===== config.mk =====
export PLATFORM = sky130hd
export DESIGN_NAME = serpent_xts_sector_ctrl
export DESIGN_NICKNAME = d
export VERILOG_FILES = /design/src/rtl/serpent_xts_sector_ctrl.sv
export SDC_FILE = /design/constraint.sdc
export NUM_CORES = 2
export LEC_CHECK = 0
export CORE_AREA = 2 2 557 559
export CTS_CLUSTER_SIZE = 14
export DETAILED_ROUTE_END_ITERATION = 8
export DIE_AREA = 0 0 559 561
export PLACE_DENSITY = 0.43
export SYNTH_ARGS = -nofsm -noshare
export SYNTH_HDL_FRONTEND = slang
export SYNTH_SLANG_ARGS = --single-unit

===== constraint.sdc =====
create_clock -name i_clk -period 50.3 [get_ports i_clk]
set_clock_uncertainty 0.1 [all_clocks]
set_input_delay 5.03 -clock i_clk [delete_from_list [all_inputs] [get_ports i_clk]]
set_output_delay 5.03 -clock i_clk [all_outputs]
set_load 0.02 [all_outputs]

===== src/rtl/serpent_xts_sector_ctrl.sv =====
// XTS-style sector sequencer for one shared Serpent encrypt core.
// It encrypts the tweak with key2, then runs C = E_k1(P ^ T) ^ T per block and advances T by alpha.
module serpent_xts_sector_ctrl #(
  parameter int CNT_W = 16,
  parameter int TMO_W = 10
) (
  input  logic             i_clk,
  input  logic             i_rst,
  input  logic             i_start,
  input  logic [255:0]     i_key1,
  input  logic [255:0]     i_key2,
  input  logic [127:0]     i_sector,
  input  logic [CNT_W-1:0] i_num_blocks,
  output logic             o_busy,
  input  logic [127:0]     i_data,
  input  logic             i_data_valid,
  output logic             o_data_ready,
  output logic [127:0]     o_data,
  output logic             o_data_valid,
  input  logic             i_data_ready,
  output logic             o_done,
  output logic             o_error,
  output logic [255:0]     o_core_key,
  output logic             o_core_key_load,
  input  logic             i_core_key_ready,
  output logic [127:0]     o_core_data,
  output logic             o_core_start,
  input  logic [127:0]     i_core_data,
  input  logic             i_core_valid
);

  typedef enum logic [3:0] {
    S_IDLE, S_K2LD, S_K2W, S_TWR, S_TWW, S_K1LD,
    S_K1W,  S_IN,   S_BREQ, S_BW, S_OUT, S_DONE
  } state_e;

  // Last watchdog value still allowed: the wait state has then lasted 2^TMO_W-1 cycles.
  localparam logic [TMO_W-1:0] WDOG_LAST = {{(TMO_W-1){1'b1}}, 1'b0};

  state_e             state_q,     state_d;
  logic [255:0]       key1_q,      key1_d;
  logic [127:0]       sector_q,    sector_d;
  logic [CNT_W-1:0]   num_q,       num_d;
  logic [CNT_W-1:0]   count_q,     count_d;
  logic [127:0]       tweak_q,     tweak_d;
  logic [TMO_W-1:0]   wdog_q,      wdog_d;
  logic [255:0]       core_key_q,  core_key_d;
  logic [127:0]       core_data_q, core_data_d;
  logic [127:0]       data_out_q,  data_out_d;
  logic               error_q,     error_d;
  logic               waiting;
  logic               responded;

  function automatic logic [127:0] mul_alpha(input logic [127:0] t);
    return {t[126:0], 1'b0} ^ (t[127] ? 128'h87 : 128'h0);
  endfunction

  always_comb begin
    // NOTE: every _d gets a default before the case so no path leaves a latch behind.
    state_d     = state_q;
    key1_d      = key1_q;
    sector_d    = sector_q;
    num_d       = num_q;
    count_d     = count_q;
    tweak_d     = tweak_q;
    wdog_d      = wdog_q;
    core_key_d  = core_key_q;
    core_data_d = core_data_q;
    data_out_d  = data_out_q;
    error_d     = 1'b0;
    waiting     = 1'b0;
    responded   = 1'b0;

    unique case (state_q)
      S_IDLE: begin
        if (i_start) begin
          key1_d     = i_key1;
          sector_d   = i_sector;
          num_d      = i_num_blocks;
          count_d    = '0;
          core_key_d = i_key2;
          state_d    = (i_num_blocks == '0) ? S_DONE : S_K2LD;
        end
      end
      S_K2LD: begin
        wdog_d  = '0;
        state_d = S_K2W;
      end
      S_K2W: begin
        waiting   = 1'b1;
        responded = i_core_key_ready;
        if (i_core_key_ready) begin
          core_data_d = sector_q;
          state_d     = S_TWR;
        end
      end
      S_TWR: begin
        wdog_d  = '0;
        state_d = S_TWW;
      end
      S_TWW: begin
        waiting   = 1'b1;
        responded = i_core_valid;
        if (i_core_valid) begin
          tweak_d    = i_core_data;
          core_key_d = key1_q;
          state_d    = S_K1LD;
        end
      end
      S_K1LD: begin
        wdog_d  = '0;
        state_d = S_K1W;
      end
      S_K1W: begin
        waiting   = 1'b1;
        responded = i_core_key_ready;
        if (i_core_key_ready) state_d = S_IN;
      end
      S_IN: begin
        if (i_data_valid) begin
          core_data_d = i_data ^ tweak_q;
          state_d     = S_BREQ;
        end
      end
      S_BREQ: begin
        wdog_d  = '0;
        state_d = S_BW;
      end
      S_BW: begin
        waiting   = 1'b1;
        responded = i_core_valid;
        if (i_core_valid) begin
          data_out_d = i_core_data ^ tweak_q;
          tweak_d    = mul_alpha(tweak_q);
          count_d    = count_q + 1'b1;
          state_d    = S_OUT;
        end
      end
      S_OUT: begin
        if (i_data_ready) state_d = (count_q == num_q) ? S_DONE : S_IN;
      end
      S_DONE: state_d = S_IDLE;
      default: state_d = S_IDLE;
    endcase

    // A core that never answers abandons the sector; late answers land in IDLE and are dropped.
    if (waiting && !responded) begin
      if (wdog_q == WDOG_LAST) begin
        state_d = S_IDLE;
        error_d = 1'b1;
      end else begin
        wdog_d = wdog_q + 1'b1;
      end
    end
  end

  always_ff @(posedge i_clk or posedge i_rst) begin
    if (i_rst) begin
      state_q     <= S_IDLE;
      key1_q      <= '0;
      sector_q    <= '0;
      num_q       <= '0;
      count_q     <= '0;
      tweak_q     <= '0;
      wdog_q      <= '0;
      core_key_q  <= '0;
      core_data_q <= '0;
      data_out_q  <= '0;
      error_q     <= 1'b0;
    end else begin
      // NOTE: state registers use non-blocking assignment so every flop samples pre-edge values.
      state_q     <= state_d;
      key1_q      <= key1_d;
      sector_q    <= sector_d;
      num_q       <= num_d;
      count_q     <= count_d;
      tweak_q     <= tweak_d;
      wdog_q      <= wdog_d;
      core_key_q  <= core_key_d;
      core_data_q <= core_data_d;
      data_out_q  <= data_out_d;
      error_q     <= error_d;
    end
  end

  assign o_busy          = (state_q != S_IDLE);
  assign o_data_ready    = (state_q == S_IN);
  assign o_data_valid    = (state_q == S_OUT);
  assign o_done          = (state_q == S_DONE);
  assign o_core_key_load = (state_q == S_K2LD) || (state_q == S_K1LD);
  assign o_core_start    = (state_q == S_TWR)  || (state_q == S_BREQ);
  assign o_error         = error_q;
  assign o_core_key      = core_key_q;
  assign o_core_data     = core_data_q;
  assign o_data          = data_out_q;

endmodule


==> impl_metrics.json <==
{
  "status": "finished clean",
  "routed_wirelength_um": 241000,
  "synth_warnings": 0,
  "antenna_left": 0,
  "synthesis.nets": 5867,
  "synth_area_leader_cell": "dfrtp_1",
  "ys_ff_latch": 1071,
  "die_height_um": 561,
  "crit_path_start_kind": "input port",
  "cts_repair_resize_count": 0,
  "placed_cell_area_um2": 65400,
  "layout_setup_ws_ns": 40.88,
  "postSynthAreaPerCell_um2": 9.48,
  "power.share.clock_pct": 24.1,
  "route.detailed.wl_per_inst_um": 22.9,
  "critical_path_capture_point_type": "asynchronous set/reset pin",
  "dieArea_um2": 314000,
  "crit-reg2reg-launch": "state_q[0]",
  "synth_ff_type": "dfrtp_1",
  "critical_path.startpoint": "i_rst",
  "cp_num_buf_inv": 7,
  "io-pin-count": 1438,
  "post_synth_instance_area_um2": 46900,
  "detail_route.vias_per_cell": 3.77,
  "setup-violations-final": 0,
  "tightestPinTransition_ns": 1.10,
  "critPathMaxFanout": 114,
  "cp.arrival_ns": 10.10,
  "root_buffer": "clkbuf_16",
  "min_path_type": "reg -> reg",
  "tns_ns": 0,
  "place.gp.congestion": 0.860,
  "tritoncts_buffer_count": 143,
  "finalCritPeriodShare_pct": 18.7,
  "clock_tree_from_tritoncts": "yes",
  "grt_setup_unrepaired": "no",
  "internal_power_mw": 2.50,
  "synth_instances": 4945,
  "max_cap_viol_count": 0,
  "final_period_minus_worst_setup_slack_ns": 9.42,
  "slew_headroom_pct": 26.4,
  "drv_slew": 0,
  "p_switching_mw": 1.74,
  "yosys.cell_count.top_type": "nand2_1",
  "final_design_area_no_fill_um2": 70000,
  "die_w_um": 559,
  "maxClockFrequency_mhz": 106,
  "global_route.overflow_total": 0,
  "leakage_dissipation_nw": 30.7,
  "netlist_top_cells_area": "dfrtp_1 (57%), nand2_1 (14%), mux2i_1 (8.1%)",
  "final.hold.worst_slack_ns": 0.371,
  "grt_util_all_layers_pct": 14.9,
  "cpMaxStageDelayCell": "buf_4",
  "htreeDepth": 4,
  "ys_seq_area_share_pct": 57.2,
  "area.growth.synth_to_final_pct": 49.5,
  "clk_latency_ns": 0.79,
  "holdBufCountCts": 0,
  "detailedRoute.firstPassIterationCount": 7,
  "row_count": 204,
  "synth.top_cell.area_share_pct": 57.2,
  "holdCritStartpoint": "key1_q[231]",
  "synthTopCellsByCount": "nand2_1 (1724), dfrtp_1 (1071), mux2i_1 (381), o21ai_0 (318), nor2_1 (280)",
  "first_iter_violations": 2469,
  "preCtsSetupSlack_ns": 39.86,
  "power_switching_share_pct": 41.0,
  "drc": 0,
  "clkSinkCount": 1071,
  "power.combinational.fraction_pct": 40.0,
  "cts_max_path_buffers": 4,
  "initial_cell_density_of_the_core_pct": 15.2,
  "final_layout_size_suffix_gt1_share_pct": 4.41,
  "critical_path_cell_list": "clkdlybuf4s50_1, inv_8, buf_4, buf_4, buf_4, buf_4, buf_4",
  "wire_length_of_the_first_global_routing_pass_um": 335000,
  "synth-edff-count": 0,
  "postSynth.asyncResetShare_pct": 100,
  "vdd_drop_max_uv": 28.6,
  "grt_antenna_before_repair": 53,
  "netlist-cell-type-count": 55,
  "largest_delay_contributor_family_on_the_critical_path": "buffers and inverters",
  "pwr_dens_nw_per_um2": 60.6,
  "clk_pin_slew_ns": 0.06,
  "dp_cells": 10200,
  "crit_path_largest_cell_delay_ns": 0.79,
  "critical-path-top-cell-by-count": "buf_4",
  "vias_in_the_first_global_route": 40900,
  "maximum_number_of_pins_on_one_net_before_global_route_repair": 200,
  "finalNetCount": 7194,
  "total_power_mw": 4.24,
  "floorplan.core_area_um2": 308000,
  "fin_util_pct": 22.8,
  "critical_path_required_ns": 50.98,
  "power_frac_seq_pct": 35.9,
  "cts_setup_buffers": 0,
  "dpl.hpwl_um": 187000,
  "place.port_buffers": 1437,
  "setup_crit_path_kind": "in -> async",
  "finish.cell_count_without_fillers": 10500,
  "timing.final.hold_violations": 0,
  "vias": 39600
}
==> path summary, 6_finish.rpt <==
| kind | end | cells past startpoint | slack, ns |
|---|---|---|---|
| hold reg to reg | key1_q[231] | 2 | 0.37 |
| setup / recovery | key1_q[62] | 7 | 40.88 |
| min in group asynchronous | o_core_data[91] | 2 | 4.67 |
| max in group i_clk | o_core_key[137] | 7 | 41.56 |
| hold / removal | key1_q[231] | 2 | 0.37 |
| setup reg to reg | o_core_key[137] | 8 | 45.08 |
==> worst reg2reg max path, delay by kind of cell, from the launching register on <==
| kind | cells | cell delay (ns) |
|---|---|---|
| AND/OR/NAND/NOR | 2 | 0.54 |
| AO/OA/AOI/OAI | 2 | 1.14 |
| flip-flops | 1 | 0.77 |
| buffers and inverters | 4 | 2.49 |
==> state kept, by name, summed over array words and instances (netlist names), 4 cells and up <==
signal       count
num_q           16
o_core_key     256
o_core_data    128
wdog_q          10
key1_q         256
o_data         128
count_q         16
tweak_q        128
state_q          4
sector_q       128
==> cells in the final DEF (no fill, tap or decap), types with 52 or more instances in the layout <==
cell type / n
clkdlybuf4s50_1: 1437
clkbuf_16: 143
dfrtp_1: 1071
xnor2_1: 269
a21oi_1: 265
o21ai_1: 202
buf_4: 52
o21ai_0: 318
nand2_1: 1723
nor2_1: 280
mux2i_1: 381
==> power groups by stage <==
stage,Clock (mW),Combinational [mW],Sequential [mW]
floorplan,0,0.739,1.63
finish,1.02,1.70,1.52
global placement,0,1.73,1.53
global route,1.10,1.86,1.57
detailed placement,0,1.74,1.54
CTS,1.06,1.75,1.53
==> cells by family (layout without fill, tap and decap cells) <==
logic type / Yosys count / after routing / synth area share [%]
buffers and inverters: 323 / 1748 / 3.33
XOR/XNOR: 287 / 287 / 5.36
AO/OA/AOI/OAI: 815 / 815 / 8.94
adder cells (fa/ha/maj): 3 / 3 / 0.0801
AND/OR/NAND/NOR: 2064 / 2064 / 16.9
multiplexers: 382 / 382 / 8.16
other: 0 / 21 / 0
flip-flops: 1071 / 1071 / 57.2
==> layout make-up <==
cell class / count / area [um^2]
Antenna cell: 21 / 52.6
Clock buffer: 205 / 4050
Clock inverter: 38 / 489
Fill cell: 33400 / 238000
Inverter: 10 / 45.0
Multi-Input combinational cell: 3551 / 18600
Sequential cell: 1071 / 26800
Tap cell: 4120 / 5150
Timing Repair Buffer: 1495 / 14900
==> layer usage <==
metal  wire (um)  track usage [%]  vias up
met5         330                0        -
met4        5340             3.38       50
met3       20300             5.41      251
met2      118000             25.7     1307
met1       97000             17.5    19200
li1            -                -    18800
(Power assumes the default switching activity.)
